File: config.mk
export PLATFORM = sky130hd
export DESIGN_NAME = uart_rx_core
export DESIGN_NICKNAME = d
export VERILOG_FILES = /design/src/rtl/uart_rx_core.sv
export SDC_FILE = /design/constraint.sdc
export NUM_CORES = 1
export LEC_CHECK = 0
export BUFFER_PORTS_ARGS = -buffer_cell sky130_fd_sc_hd__buf_2
export CORE_MARGIN = 2
export CORE_UTILIZATION = 54
export CTS_CLUSTER_DIAMETER = 60
export CTS_CLUSTER_SIZE = 12
export DETAILED_ROUTE_END_ITERATION = 6
export GPL_TIMING_DRIVEN = 0
export PLACE_DENSITY_LB_ADDON = 0.1
export SYNTH_ARGS = -nofsm -noshare
export SYNTH_HDL_FRONTEND = slang
export SYNTH_SLANG_ARGS = --single-unit
File: constraint.sdc
create_clock -name CLK -period 2.2 [get_ports CLK]
set_clock_uncertainty 0.05 [all_clocks]
set_input_delay 0.11 -clock CLK [delete_from_list [all_inputs] [get_ports CLK]]
set_output_delay 0.11 -clock CLK [all_outputs]
set_load 0.1 [all_outputs]
File: src/rtl/uart_rx_core.sv
// rtl/uart_rx_core.sv - UART receiver: oversampled start/data/parity/stop framing, LSB first
module uart_rx_core #(
    parameter int DATA_WIDTH = 8,
    parameter int PRESC_W    = 6
) (
    input  logic                  CLK,
    input  logic                  RST,
    input  logic                  RX_IN,
    input  logic                  PAR_EN,
    input  logic                  PAR_TYP,
    input  logic [PRESC_W-1:0]    Prescale,
    output logic [DATA_WIDTH-1:0] P_DATA,
    output logic                  data_valid,
    output logic                  par_err,
    output logic                  stp_err
);

    localparam int BIT_W = $clog2(DATA_WIDTH);

    typedef enum logic [2:0] {
        S_IDLE,
        S_START,
        S_DATA,
        S_PARITY,
        S_STOP,
        S_WAIT_IDLE
    } state_t;

    state_t                r_state;
    logic [PRESC_W-1:0]    r_presc;
    logic [PRESC_W-1:0]    r_edge_cnt;
    logic [BIT_W-1:0]      r_bit_cnt;
    logic [DATA_WIDTH-1:0] r_shift;
    logic                  r_par_en;
    logic                  r_par_typ;
    logic                  r_bad;
    logic                  r_s0;
    logic                  r_s1;

    logic [PRESC_W-1:0]    w_presc_sel;
    logic [PRESC_W-1:0]    w_half;
    logic                  w_s0_pt;
    logic                  w_s1_pt;
    logic                  w_dec_pt;
    logic                  w_last;
    logic                  w_maj;
    logic                  w_exp_par;

    always_comb begin
        w_presc_sel = PRESC_W'(8);
        if (Prescale == PRESC_W'(16) || Prescale == PRESC_W'(32))
            w_presc_sel = Prescale;
    end

    // Third sample is the live line, so the decision lands one cycle before it is visible.
    assign w_half    = r_presc >> 1;
    assign w_s0_pt   = (r_edge_cnt == w_half - PRESC_W'(1));
    assign w_s1_pt   = (r_edge_cnt == w_half);
    assign w_dec_pt  = (r_edge_cnt == w_half + PRESC_W'(1));
    assign w_last    = (r_edge_cnt == r_presc - PRESC_W'(1));
    assign w_maj     = (r_s0 & r_s1) | (r_s0 & RX_IN) | (r_s1 & RX_IN);
    assign w_exp_par = (^r_shift) ^ r_par_typ;

    always_ff @(posedge CLK or posedge RST) begin
        if (RST) begin
            r_state    <= S_IDLE;
            r_presc    <= '0;
            r_edge_cnt <= '0;
            r_bit_cnt  <= '0;
            r_shift    <= '0;
            r_par_en   <= 1'b0;
            r_par_typ  <= 1'b0;
            r_bad      <= 1'b0;
            r_s0       <= 1'b0;
            r_s1       <= 1'b0;
            P_DATA     <= '0;
            data_valid <= 1'b0;
            par_err    <= 1'b0;
            stp_err    <= 1'b0;
        end else begin
            data_valid <= 1'b0;
            par_err    <= 1'b0;
            stp_err    <= 1'b0;

            if (r_state != S_IDLE && r_state != S_WAIT_IDLE) begin
                if (w_s0_pt) r_s0 <= RX_IN;
                if (w_s1_pt) r_s1 <= RX_IN;
                r_edge_cnt <= w_last ? '0 : r_edge_cnt + PRESC_W'(1);
            end

            case (r_state)
                S_IDLE: begin
                    if (!RX_IN) begin
                        // The low cycle seen here is edge 0 of the start bit.
                        r_state    <= S_START;
                        r_edge_cnt <= PRESC_W'(1);
                        r_presc    <= w_presc_sel;
                        r_par_en   <= PAR_EN;
                        r_par_typ  <= PAR_TYP;
                        r_bad      <= 1'b0;
                        r_bit_cnt  <= '0;
                    end
                end
                S_START: begin
                    if (w_dec_pt && w_maj)
                        r_state <= S_IDLE;
                    else if (w_last)
                        r_state <= S_DATA;
                end
                S_DATA: begin
                    if (w_dec_pt)
                        r_shift <= {w_maj, r_shift[DATA_WIDTH-1:1]};
                    if (w_last) begin
                        if (r_bit_cnt == BIT_W'(DATA_WIDTH - 1)) begin
                            r_bit_cnt <= '0;
                            r_state   <= r_par_en ? S_PARITY : S_STOP;
                        end else begin
                            r_bit_cnt <= r_bit_cnt + BIT_W'(1);
                        end
                    end
                end
                S_PARITY: begin
                    if (w_dec_pt && (w_maj != w_exp_par)) begin
                        par_err <= 1'b1;
                        r_bad   <= 1'b1;
                    end
                    if (w_last)
                        r_state <= S_STOP;
                end
                S_STOP: begin
                    // Leaving mid-stop-bit lets a back-to-back start edge be caught at bit end.
                    if (w_dec_pt) begin
                        if (w_maj) begin
                            if (!r_bad) begin
                                P_DATA     <= r_shift;
                                data_valid <= 1'b1;
                            end
                            r_state <= S_IDLE;
                        end else begin
                            stp_err <= 1'b1;
                            r_state <= S_WAIT_IDLE;
                        end
                    end
                end
                S_WAIT_IDLE: begin
                    if (RX_IN)
                        r_state <= S_IDLE;
                end
                default: r_state <= S_IDLE;
            endcase
        end
    end

endmodule
# Yosys cells after proc, flatten, opt, wreduce, memory -nomap -nowiden

Index checks and enable logic that the tools add are counted.

$add $sub $neg: 5
Multipliers: 0
Div/mod/pow operators: 0
Magnitude comparators: 0
Equality and inequality tests: 22
Shifts and indexed selects: 0
Multiplexer cells: 32
Bitwise logic cells: 8
Reductions and logical operators: 17

Operators with widths:

| cell                                                                | number |
|---|---|
| 3-bit two-way mux                                                   | 13 |
| 6-bit two-way mux                                                   | 5 |
| 6-bit == test                                                       | 3 |
| 3-bit case mux with 6 select lines                                  | 1 |
| 2-bit != test (second input constant)                               | 7 |
| 1-bit two-way mux                                                   | 11 |
| 3-bit == test (second input constant)                               | 3 |
| 2-bit AND reduction                                                 | 4 |
| 8-bit parity                                                        | 1 |
| 7-bit AND reduction                                                 | 1 |
| 5-bit by 1-bit adder with 6-bit output (second input constant)      | 1 |
| 6-bit by 1-bit adder with 6-bit output (second input constant)      | 1 |
| 3-bit by 2-bit == test with 1-bit output (second input constant)    | 2 |
| 6-bit by 5-bit == test with 1-bit output                            | 1 |
| 6-bit by 5-bit == test with 1-bit output (second input constant)    | 1 |
| 6-bit == test (second input constant)                               | 1 |
| 3-bit != test (second input constant)                               | 2 |
| 3-bit case mux with 2 select lines                                  | 1 |
| 3-bit AND reduction                                                 | 2 |
| 5-bit by 1-bit subtractor with 6-bit output (second input constant) | 1 |
| 6-bit by 1-bit subtractor with 6-bit output (second input constant) | 1 |
| 4-bit AND reduction                                                 | 1 |
| 2-bit nonzero test                                                  | 2 |
| 3-bit by 1-bit adder with 3-bit output (second input constant)      | 1 |
| other kinds (11)                                                    | 17 |

Register bits: 42
Latch bits: 0
RAM bits: 0
Memory bits (read-only): 0
Input port bits: 11
Logic and storage cells: 98
Memories kept: 0

# Depth between registers and ports, before layout

Gate-level depths: netlist of the first run.

Word-level depth: 7
Gate-level depth with buffers: 8

# Worst setup path before layout of the first run

OpenSTA, ideal clock, no wires.

Path kind: register -> register
Start point: register r_presc[2]
End point: register r_state[0]
Data arrival time: 1.991 ns
Required time: 2.025 ns
Path slack: 0.034 ns
Stages on the path, launching flop included: 9
Path buffers: 0
Clock period less this slack: 2.166 ns
Cell sequence: dfrtp_1 inv_1 ha_1 nor3b_2 and3_1 o221ai_2 o21ai_0 o221ai_2 mux2_4

Longest elaborated chain between the ends: 5

RTL lines:

| what                                                                                       | line | RTL |
|---|---|---|
| start: declaration                                                                         | 30   | `logic [PRESC_W-1:0] r_presc;` |
| start signal: assignment                                                                   | 97   | `r_presc <= w_presc_sel;` |
| 5-bit by 1-bit adder with 6-bit output                                                     | 59   | `assign w_dec_pt = (r_edge_cnt == w_half + PRESC_W'(1));` |
| 6-bit == test                                                                              | 59   |  |
| 1-bit logical AND                                                                          | 105  | `if (w_dec_pt && w_maj)` |
| 3-bit != test (no source line) or 3-bit two-way mux (tied branches)                        | --   |  |
| 7-bit AND reduction (no source line) or 3-bit case mux with 6 select lines (tied branches) | --   |  |
| end signal: assignment                                                                     | 116  | `r_state <= r_par_en ? S_PARITY : S_STOP;` |
| end: declaration                                                                           | 29   | `state_t r_state;` |

Parallel ways exist; a longest one is shown, timed or not.
A chain may end at the register's enable or synchronous reset.

# Worst setup path in the final report of the first run

Start point: register r_presc[2]
End point: register r_edge_cnt[4]

Longest elaborated chain between the ends: 6

RTL lines:

| what                                          | line | RTL |
|---|---|---|
| 6-bit by 1-bit subtractor with 6-bit output * | 60   | `assign w_last = (r_edge_cnt == r_presc - PRESC_W'(1));` |
| 6-bit == test *                               | 60   |  |
| 6-bit two-way mux *                           | 88   | `r_edge_cnt <= w_last ? '0 : r_edge_cnt + PRESC_W'(1);` |
| 6-bit two-way mux *                           | 85   | `if (r_state != S_IDLE && r_state != S_WAIT_IDLE) begin` |
| 6-bit two-way mux                             | 93   | `if (!RX_IN) begin` |
| 6-bit two-way mux *                           | 91   | `case (r_state)` |
| end signal: assignment                        | 88   |  |
| end: declaration                              | 31   | `logic [PRESC_W-1:0] r_edge_cnt;` |

Every way passes the cells marked *; elsewhere a longest branch is shown, timed or not.

==> results.md, run 1 <==
| Stage | Result | This run |
|:---|:---|:---|
| cells and area | Final std cells w/o fill | 340 |
| worst setup path | Beginning of the worst register-to-register path | r_presc[2] |
| power | Post-route total power | 2.934 mW |
| die | I/O Pins | 22 |
| worst setup path | Largest driver fanout on the critical path | 5 |
| timing | Fin crit share | 98.66% |
| synth | Ys async rst share | 100.0% |
| synth | Syn avg cell area | 10.27 um2 |
| global route | Total global routing overflow | 0 |
| synth | Adder and majority gate portion of the synthesized area | 3.426% |
| timing | Slew Limit Headroom | 41.49% |
| timing | Final max-slew violation count | 0 |
| cells and area | Area growth syn-to-layout | 17.57% |
| die | Die Outline Area | 5300 um2 |
| run | Max-cap violation count | 0 |
| cells and area | Fraction of final layout cells with drive strength greater than 1 | 30.42% |
| die | Floorplan Core Area | 4629 um2 |
| timing | Finish-stage setup viols | 0 |
| global route | Global routing met1 resource utilization | 32.45% |
| placed design | Total cell area at the placement stage | 2729 um2 |
| synth | Ys Warns | 0 |
| placed design | Quantity of I/O buffers inserted on ports | 21 |
| synth | Xor and xnor fraction of the mapped netlist area | 11.50% |
| cells and area | Cell area after layout | 3005 um2 |
| detailed routing | First-iteration detailed-routing DRC count | 103 |
| synth | Ranking of synthesized cells by instance count | 42 x sky130_fd_sc_hd__dfrtp_1, 23 x sky130_fd_sc_hd__nand2_1, 18 x sky130_fd_sc_hd__nor2_1 |
| timing | Hold Worst Slack | 0.02945 ns |
| placed design | Inst Count DP | 324 |
| hold path | Worst min-delay path endpoint | r_presc[5] |
| synth | Nets in the synthesized netlist | 267 |
| worst setup path | CP startpoint kind | register |
| cells and area | Ant. Diodes | 0 |
| placed design | Routability cong. | 0.8606 |
| worst setup path | Endpoint of the lowest-slack register-to-register path | r_edge_cnt[4] |
| global route | Number of antenna violations at the first check in global routing | 0 |
| worst setup path | Worst setup slack for register-to-register paths | 0.03 ns |
| global route | Busiest metal layer after global routing | met1 |
| synth | Fraction of the mapped netlist area in compound gates | 12.53% |
| detailed routing | Remaining number of nets flagged by the antenna check after routing | 0 |
| clock tree | CTS H-tree lvls | 2 |
| detailed routing | Total detailed-routing wirelength | 5121 um |
| detailed routing | Via count | 1920 |
| power | Power density over cell area | 976.2 nW/um2 |
| synth | Number of flops mapped to enable cells by yosys | 0 |
| synth | Yosys cell types | 57 |
| synth | Most common flop cell mapped by yosys | sky130_fd_sc_hd__dfrtp_1 |
| die | Die extent in x | 72.80 um |
| clock tree | Number of clock buffers inserted by TritonCTS | 5 |
| timing | Number of hold violations in the final report | 0 |
| die | Die height | 72.80 um |
| worst setup path | Number of cells traversed by the worst register-to-register path | 8 |
| clock tree | Number of clock sinks | 42 |
| detailed routing | Wirelength per Cell | 15.06 um |
| clock tree | Clock network latency to the later pin of the worst-skew pair | 0.29 ns |
| clock tree | Root Buffer | sky130_fd_sc_hd__clkbuf_8 |
| timing | Worst slew pin tran | 0.8763 ns |
| status | Outcome | finished, final reports clean |
| synth | Post-synthesis instance area | 2556 um2 |
| placed design | HPWL Detailed | 3630 um |
| synth | Yosys top cell by area | sky130_fd_sc_hd__dfrtp_1 |
| global route | Global routing met2 resource utilization | 32.32% |
| synth | Largest family of logic cells by synthesized area | simple AND/OR/NAND/NOR gates |
| timing | Post-route minimum period | 2.170 ns |
| synth | Share of cell area taken by muxes after synthesis | 8.517% |
| global route | First-pass GRT wire length | 8845 um |
| hold path | Startpoint of the lowest-slack hold path | Prescale[5] |
| synth | Largest cells by area after synthesis | sky130_fd_sc_hd__dfrtp_1 41%, sky130_fd_sc_hd__mux2_2 7.5%, sky130_fd_sc_hd__xnor2_1 5.5% |
| hold path | Hold Path Stages | 3 |
| power | Max VDD drop | 399.3 uV |
| die | Number of rows in the core area | 25 |
| timing | Final total negative setup slack | 0 ns |
| synth | Most used standard cell by instance count after synthesis | sky130_fd_sc_hd__dfrtp_1 |
| synth | Cells after Synth | 249 |
| detailed routing | Routed via count divided by cell count | 5.647 |
| synth | Proportion of netlist area held by the largest area contributor | 41.12% |
| clock tree | TritonCTS clock tree | done |
| power | Standby leakage power | 1.370 nW |
| synth | Sequential fraction of the synthesis area | 41.12% |
| timing | Max Clock Freq | 460.7 MHz |
| synth | Area fraction in and, or, nand and nor cells after synthesis | 19.38% |
| timing | Setup repair after global routing missed its margin | true |
| worst setup path | Crit. End Element | register |
| global route | Via count of the first global-routing pass | 1849 |
| worst setup path | Required time of the critical path | 2.31 ns |
| die | Starting utilization of the core area | 55.22% |
| global route | Maximum number of pins on one net before global-route repair | 43 |
| worst setup path | Type of the setup path with the least slack | register to register |
| cells and area | NumNets Final | 303 |
| hold path | Kind of path behind the tightest hold check | input port to register |
| placed design | Post-place setup slack | -0.3918 ns |
| global route | Total global routing track utilization | 21.80% |
| clock tree | Clock Pin Slew Worst Setup and Hold Paths | 0.08 ns |
| cells and area | Final core utilization | 64.92% |
| clock tree | Number of buffers on the longest clock path | 2 |
| detailed routing | Residual DRC count | 0 |
| detailed routing | Drt first pass iters | 5 |
| timing | Final setup margin | 0.02958 ns |
| worst setup path | Arrival @ worst endpoint | 2.29 ns |
| global route | Met3 Use GR | 4.144% |
| synth | Register bit count reported by yosys | 42 |
-- where the power goes --
group | internal, mW | switching (mW) | leakage, nW
clock network | 0.339 | 0.274 | 0.0514
registers | 0.882 | 0.114 | 0.563
logic | 0.558 | 0.767 | 0.756
total | 1.78 | 1.15 | 1.37
-- cells by family (layout without fill, tap and decap cells) --
group / after synthesis / after routing
flops: 42 / 42
mux: 19 / 19
compound gates: 45 / 45
buf+inv: 17 / 54
simple gates: 88 / 88
xor+xnor: 31 / 31
fa+ha+maj: 7 / 7
-- cell usage in the layout, fill, tap and decap left out, types with 3 or more instances in the layout --
cell and count:
sky130_fd_sc_hd__dfrtp_1 40, sky130_fd_sc_hd__nand2_1 23, sky130_fd_sc_hd__buf_2 23, sky130_fd_sc_hd__nor2_1 18, sky130_fd_sc_hd__mux2_2 17, sky130_fd_sc_hd__xnor2_1 16, sky130_fd_sc_hd__xor2_1 13, sky130_fd_sc_hd__o21ai_0 11
sky130_fd_sc_hd__nand3_1 7, sky130_fd_sc_hd__nand4_1 6, sky130_fd_sc_hd__buf_4 5, sky130_fd_sc_hd__a21oi_1 5, sky130_fd_sc_hd__a22o_1 5, sky130_fd_sc_hd__inv_1 5, sky130_fd_sc_hd__ha_1 5, sky130_fd_sc_hd__clkbuf_8 5
sky130_fd_sc_hd__buf_6 4, sky130_fd_sc_hd__and3_1 4, sky130_fd_sc_hd__nor3_1 4, sky130_fd_sc_hd__o21a_1 3, sky130_fd_sc_hd__nand2b_1 3, sky130_fd_sc_hd__nor4_1 3, sky130_fd_sc_hd__dlygate4sd3_1 3
-- per-layer routing --
metal | routed length, um | part of all wire, %
met5 | 0 | 0
met4 | 42 | 0.82
met3 | 167 | 3.3
met2 | 2340 | 46
met1 | 2570 | 50
-- critical path, cell delays in order (launching register included) --
cell                       delay [ns]
sky130_fd_sc_hd__dfrtp_2         0.44
sky130_fd_sc_hd__inv_4           0.09
sky130_fd_sc_hd__ha_4            0.15
sky130_fd_sc_hd__nor3b_4         0.23
sky130_fd_sc_hd__and3_4          0.23
sky130_fd_sc_hd__o221ai_4        0.14
sky130_fd_sc_hd__or2_4           0.31
sky130_fd_sc_hd__o21ai_1         0.31
sky130_fd_sc_hd__nor2_1          0.10
-- state kept, by name, indices dropped and copies added, names as in the netlist --
name,count
r_shift,8
r_par_typ,1
r_bit_cnt,3
par_err,1
r_par_en,1
r_state,3
r_presc,6
stp_err,1
r_s1,1
r_bad,1
P_DATA,8
r_s0,1
r_edge_cnt,6
data_valid,1
-- layout make-up --
| cell class | count | area (um2) |
|---|---|---|
| fill | 379 | 1624 |
| multi-input combinational | 190 | 1499 |
| sequential | 42 | 1054 |
| timing repair buffer | 29 | 180.2 |
| clock buffer | 6 | 72.57 |
| tap | 54 | 67.56 |
| buffer | 9 | 60.06 |
| clock inverter | 2 | 37.54 |
| inverter | 8 | 35.03 |
-- what timing repair did --
action | 4_1_cts | 5_1_grt
resized for setup | 14 | 11
setup buffers | 2 | 3
hold buffers | 3 | 0
pin swaps | 3 | 15
endpoints found under the hold margin | 44 | 0
endpoints found under the setup margin | 30 | 17
-- how the worst max path moves through the flow --
stage	start	to	slack, ns	cells past startpoint
after floorplan	r_presc[2]	r_state[0]	0.03	8
after global placement	r_presc[2]	r_edge_cnt[3]	-0.35	8
after detailed placement	r_presc[2]	r_edge_cnt[3]	-0.39	8
after CTS	r_presc[2]	r_bit_cnt[2]	0.02	8
after global routing	r_presc[1]	r_bit_cnt[2]	-0.06	8
final	r_presc[2]	r_edge_cnt[4]	0.03	8
No activity file was read; power rests on OpenSTA's default activity.
==> inputs of run 2 (changes only) <==
- CELL_PAD_IN_SITES_DETAIL_PLACEMENT: unset -> 0
- CELL_PAD_IN_SITES_GLOBAL_PLACEMENT: unset -> 1
- CORE_UTILIZATION: 54 -> 42
==> run 2 against run 1 <==
  * Register-to-register slack about the same
  * Largest power group unchanged
  * Combinational power increased by 4%
  * Sequential power about the same
  * Sequential cell count unchanged
  * Sequential share of layout area decreased by 0.23 points
  * Die area increased by 27%
  * Via count decreased by 0.42%
  * Critical endpoint is now r_state[0]
  * Design area increased by 0.67%
  * Cell count increased by 6.5%
==> results.md, run 2 (synthesis gave the netlist of run 1 again) <==
| Stage | Result | This run | Change |
|:---|:---|:---|:---|
| timing | Slew Limit Headroom | 49.24% | was 41.49% |
| cells and area | Ant. Diodes | 0 | unchanged |
| hold path | Startpoint of the lowest-slack hold path | Prescale[5] | unchanged |
| timing | Max Clock Freq | 460.5 MHz | was 460.7 MHz |
| power | Max VDD drop | 459.9 uV | was 399.3 uV |
| worst setup path | Beginning of the worst register-to-register path | r_presc[1] | was r_presc[2] |
| detailed routing | First-iteration detailed-routing DRC count | 79 | was 103 |
| timing | Fin crit share | 98.70% | was 98.66% |
| power | Internal power | 1.681 mW | was 1.780 mW |
| detailed routing | Remaining number of nets flagged by the antenna check after routing | 0 | unchanged |
| die | Floorplan Core Area | 5886 um2 | was 4629 um2 |
| die | Number of rows in the core area | 28 | was 25 |
| worst setup path | CP startpoint kind | register | unchanged |
| power | Sequential Power Share | 34.4% | was 33.9% |
| worst setup path | Arrival @ worst endpoint | 2.32 ns | was 2.29 ns |
| timing | Setup repair after global routing missed its margin | true | unchanged |
| hold path | Kind of path behind the tightest hold check | input port to register | unchanged |
| worst setup path | Crit. End Element | register | unchanged |
| clock tree | Root Buffer | sky130_fd_sc_hd__clkbuf_8 | unchanged |
| clock tree | TritonCTS clock tree | done | unchanged |
| placed design | Routability cong. | 0.7912 | was 0.8606 |
| timing | Post-route minimum period | 2.171 ns | was 2.170 ns |
| cells and area | Count of fill cells added during filler insertion | 540 | was 379 |
| cells and area | Most frequent standard cell in the layout excluding fill and tap cells | sky130_fd_sc_hd__dfrtp_1 | unchanged |
| status | Outcome | finished, final reports clean | unchanged |
| timing | Hold Worst Slack | 0.006988 ns | was 0.02945 ns |
| power | Power density over cell area | 958.7 nW/um2 | was 976.2 nW/um2 |
| global route | Total global routing track utilization | 17.97% | was 21.80% |
| power | Portion of total power attributed to combinational logic | 47.3% | was 45.2% |
| placed design | Total cell area at the placement stage | 2775 um2 | was 2729 um2 |
| clock tree | Number of clock sinks | 42 | unchanged |
| global route | Maximum number of pins on one net before global-route repair | 43 | unchanged |
| die | I/O Pins | 22 | unchanged |
| power | Fraction of power spent switching nets | 42.03% | was 39.34% |
| die | Die height | 82.02 um | was 72.80 um |
| detailed routing | Wirelength per Cell | 15.33 um | was 15.06 um |
| cells and area | Area growth syn-to-layout | 18.36% | was 17.57% |
| die | Starting utilization of the core area | 43.43% | was 55.22% |
| clock tree | CTS H-tree lvls | 2 | unchanged |
| worst setup path | Type of the setup path with the least slack | register to register | unchanged |
| placed design | HPWL Detailed | 3872 um | was 3630 um |
| cells and area | Leading cell types in the layout, fill and taps excluded | 40 x sky130_fd_sc_hd__dfrtp_1, 23 x sky130_fd_sc_hd__nand2_1, 23 x sky130_fd_sc_hd__buf_2 | unchanged |
| power | Portion of total power attributed to the clock network | 18.3% | was 20.9% |
| detailed routing | Residual DRC count | 0 | unchanged |
| die | Die extent in x | 82.02 um | was 72.80 um |
| cells and area | Fraction of final layout cells with drive strength greater than 1 | 32.06% | was 30.42% |
| detailed routing | Drt first pass iters | 6 | was 5 |
| timing | Worst slew pin tran | 0.7573 ns | was 0.8763 ns |
| global route | Number of antenna violations at the first check in global routing | 0 | unchanged |
| run | Max-cap violation count | 0 | unchanged |
| clock tree | Number of buffers on the longest clock path | 2 | unchanged |
| global route | First-pass GRT wire length | 9114 um | was 8845 um |
| global route | Via count of the first global-routing pass | 1850 | was 1849 |
| power | Switching power summed over all nets | 1.219 mW | was 1.154 mW |
| worst setup path | CP Launch Point | r_presc[1] | was r_presc[2] |
| clock tree | Number of clock buffers inserted by TritonCTS | 5 | unchanged |
| worst setup path | Largest driver fanout on the critical path | 4 | was 5 |
| worst setup path | Required time of the critical path | 2.35 ns | was 2.31 ns |
| cells and area | NumNets Final | 304 | was 303 |
| die | Die Outline Area | 6726 um2 | was 5300 um2 |
| detailed routing | Via count | 1912 | was 1920 |
| clock tree | Clock network latency to the later pin of the worst-skew pair | 0.30 ns | was 0.29 ns |
| placed design | Quantity of I/O buffers inserted on ports | 21 | unchanged |
| clock tree | Clock Pin Slew Worst Setup and Hold Paths | 0.09 ns | was 0.08 ns |
| power | Standby leakage power | 1.371 nW | was 1.370 nW |
| detailed routing | Routed via count divided by cell count | 5.282 | was 5.647 |
| timing | Number of hold violations in the final report | 0 | unchanged |
| detailed routing | Total detailed-routing wirelength | 5548 um | was 5121 um |
| global route | Total global routing overflow | 0 | unchanged |
| timing | Finish-stage setup viols | 0 | unchanged |
| cells and area | Regs by FF count | P_DATA (8), r_shift (8) | unchanged |
| cells and area | Cell area after layout | 3025 um2 | was 3005 um2 |
| timing | Final max-slew violation count | 0 | unchanged |
run 2: final cells by class:
type | count | area, um2 | area share [%]
buffer | 9 | 60.06 | 1.985
clock buffer | 5 | 68.82 | 2.275
inverter | 8 | 35.03 | 1.158
multi-input combinational | 190 | 1498 | 49.50
timing repair buffer | 30 | 192.7 | 6.369
sequential | 42 | 1054 | 34.82
clock inverter | 3 | 23.77 | 0.7858
tap | 75 | 93.84 | 3.102
run 2: worst paths after layout:
check | slack [ns] | to | cells past startpoint
setup / recovery | 0.03 | r_state[0] | 7
hold / removal | 0.007 | r_presc[5] | 3
setup reg to reg | 0.03 | r_state[0] | 7
hold reg to reg | 0.42 | data_valid | 1
max in group asynchronous | 1.57 | r_presc[1] | 4
min in group asynchronous | 0.32 | r_edge_cnt[4] | 4
run 2: power by group through the flow:
stage	registers, mW	clock network (mW)	logic, mW
finish	0.998	0.531	1.37
global route	1.02	0.579	1.51
CTS	0.997	0.547	1.32
detailed placement	1.01	0	1.27
global placement	1.01	0	1.26
floorplan	0.985	0	1.02
run 2: repair_timing:
item | 4_1_cts | 5_1_grt
hold buffers | 3 | 0
setup buffers | 3 | 2
endpoints found under the setup margin | 29 | 11
pin swaps | 2 | 10
gates resized for setup | 13 | 13
hold endpoints to repair | 44 | 0
run 2: per-layer routing:
layer	wire [um]	GRT usage (%)	vias up
met2	2542	27.80	40
met5	0	0	-
met4	43	4.667	0
li1	-	-	961
met1	2750	26.02	906
met3	212	3.077	5
run 2: worst max-delay path, cell delays in order (launching register included):
cell	delay (ns)
sky130_fd_sc_hd__dfrtp_2	0.46
sky130_fd_sc_hd__ha_1	0.23
sky130_fd_sc_hd__xor3_1	0.21
sky130_fd_sc_hd__nor3_2	0.28
sky130_fd_sc_hd__and3_1	0.21
sky130_fd_sc_hd__and4_1	0.20
sky130_fd_sc_hd__o221ai_2	0.11
sky130_fd_sc_hd__mux2_4	0.31
run 2: stage by stage:
step	setup TNS (ns)	power, mW	cells	utilization, %	setup WS (ns)
floorplan	0	2.001	249	-	0.03424
finish	0	2.900	362	51.40	0.02865
global placement	-3.539	2.273	345	46.81	-0.3733
detailed placement	-3.742	2.285	346	47.15	-0.3511
global route	-0.1735	3.100	362	51.40	-0.06636
CTS	0	2.864	360	50.38	0.001658
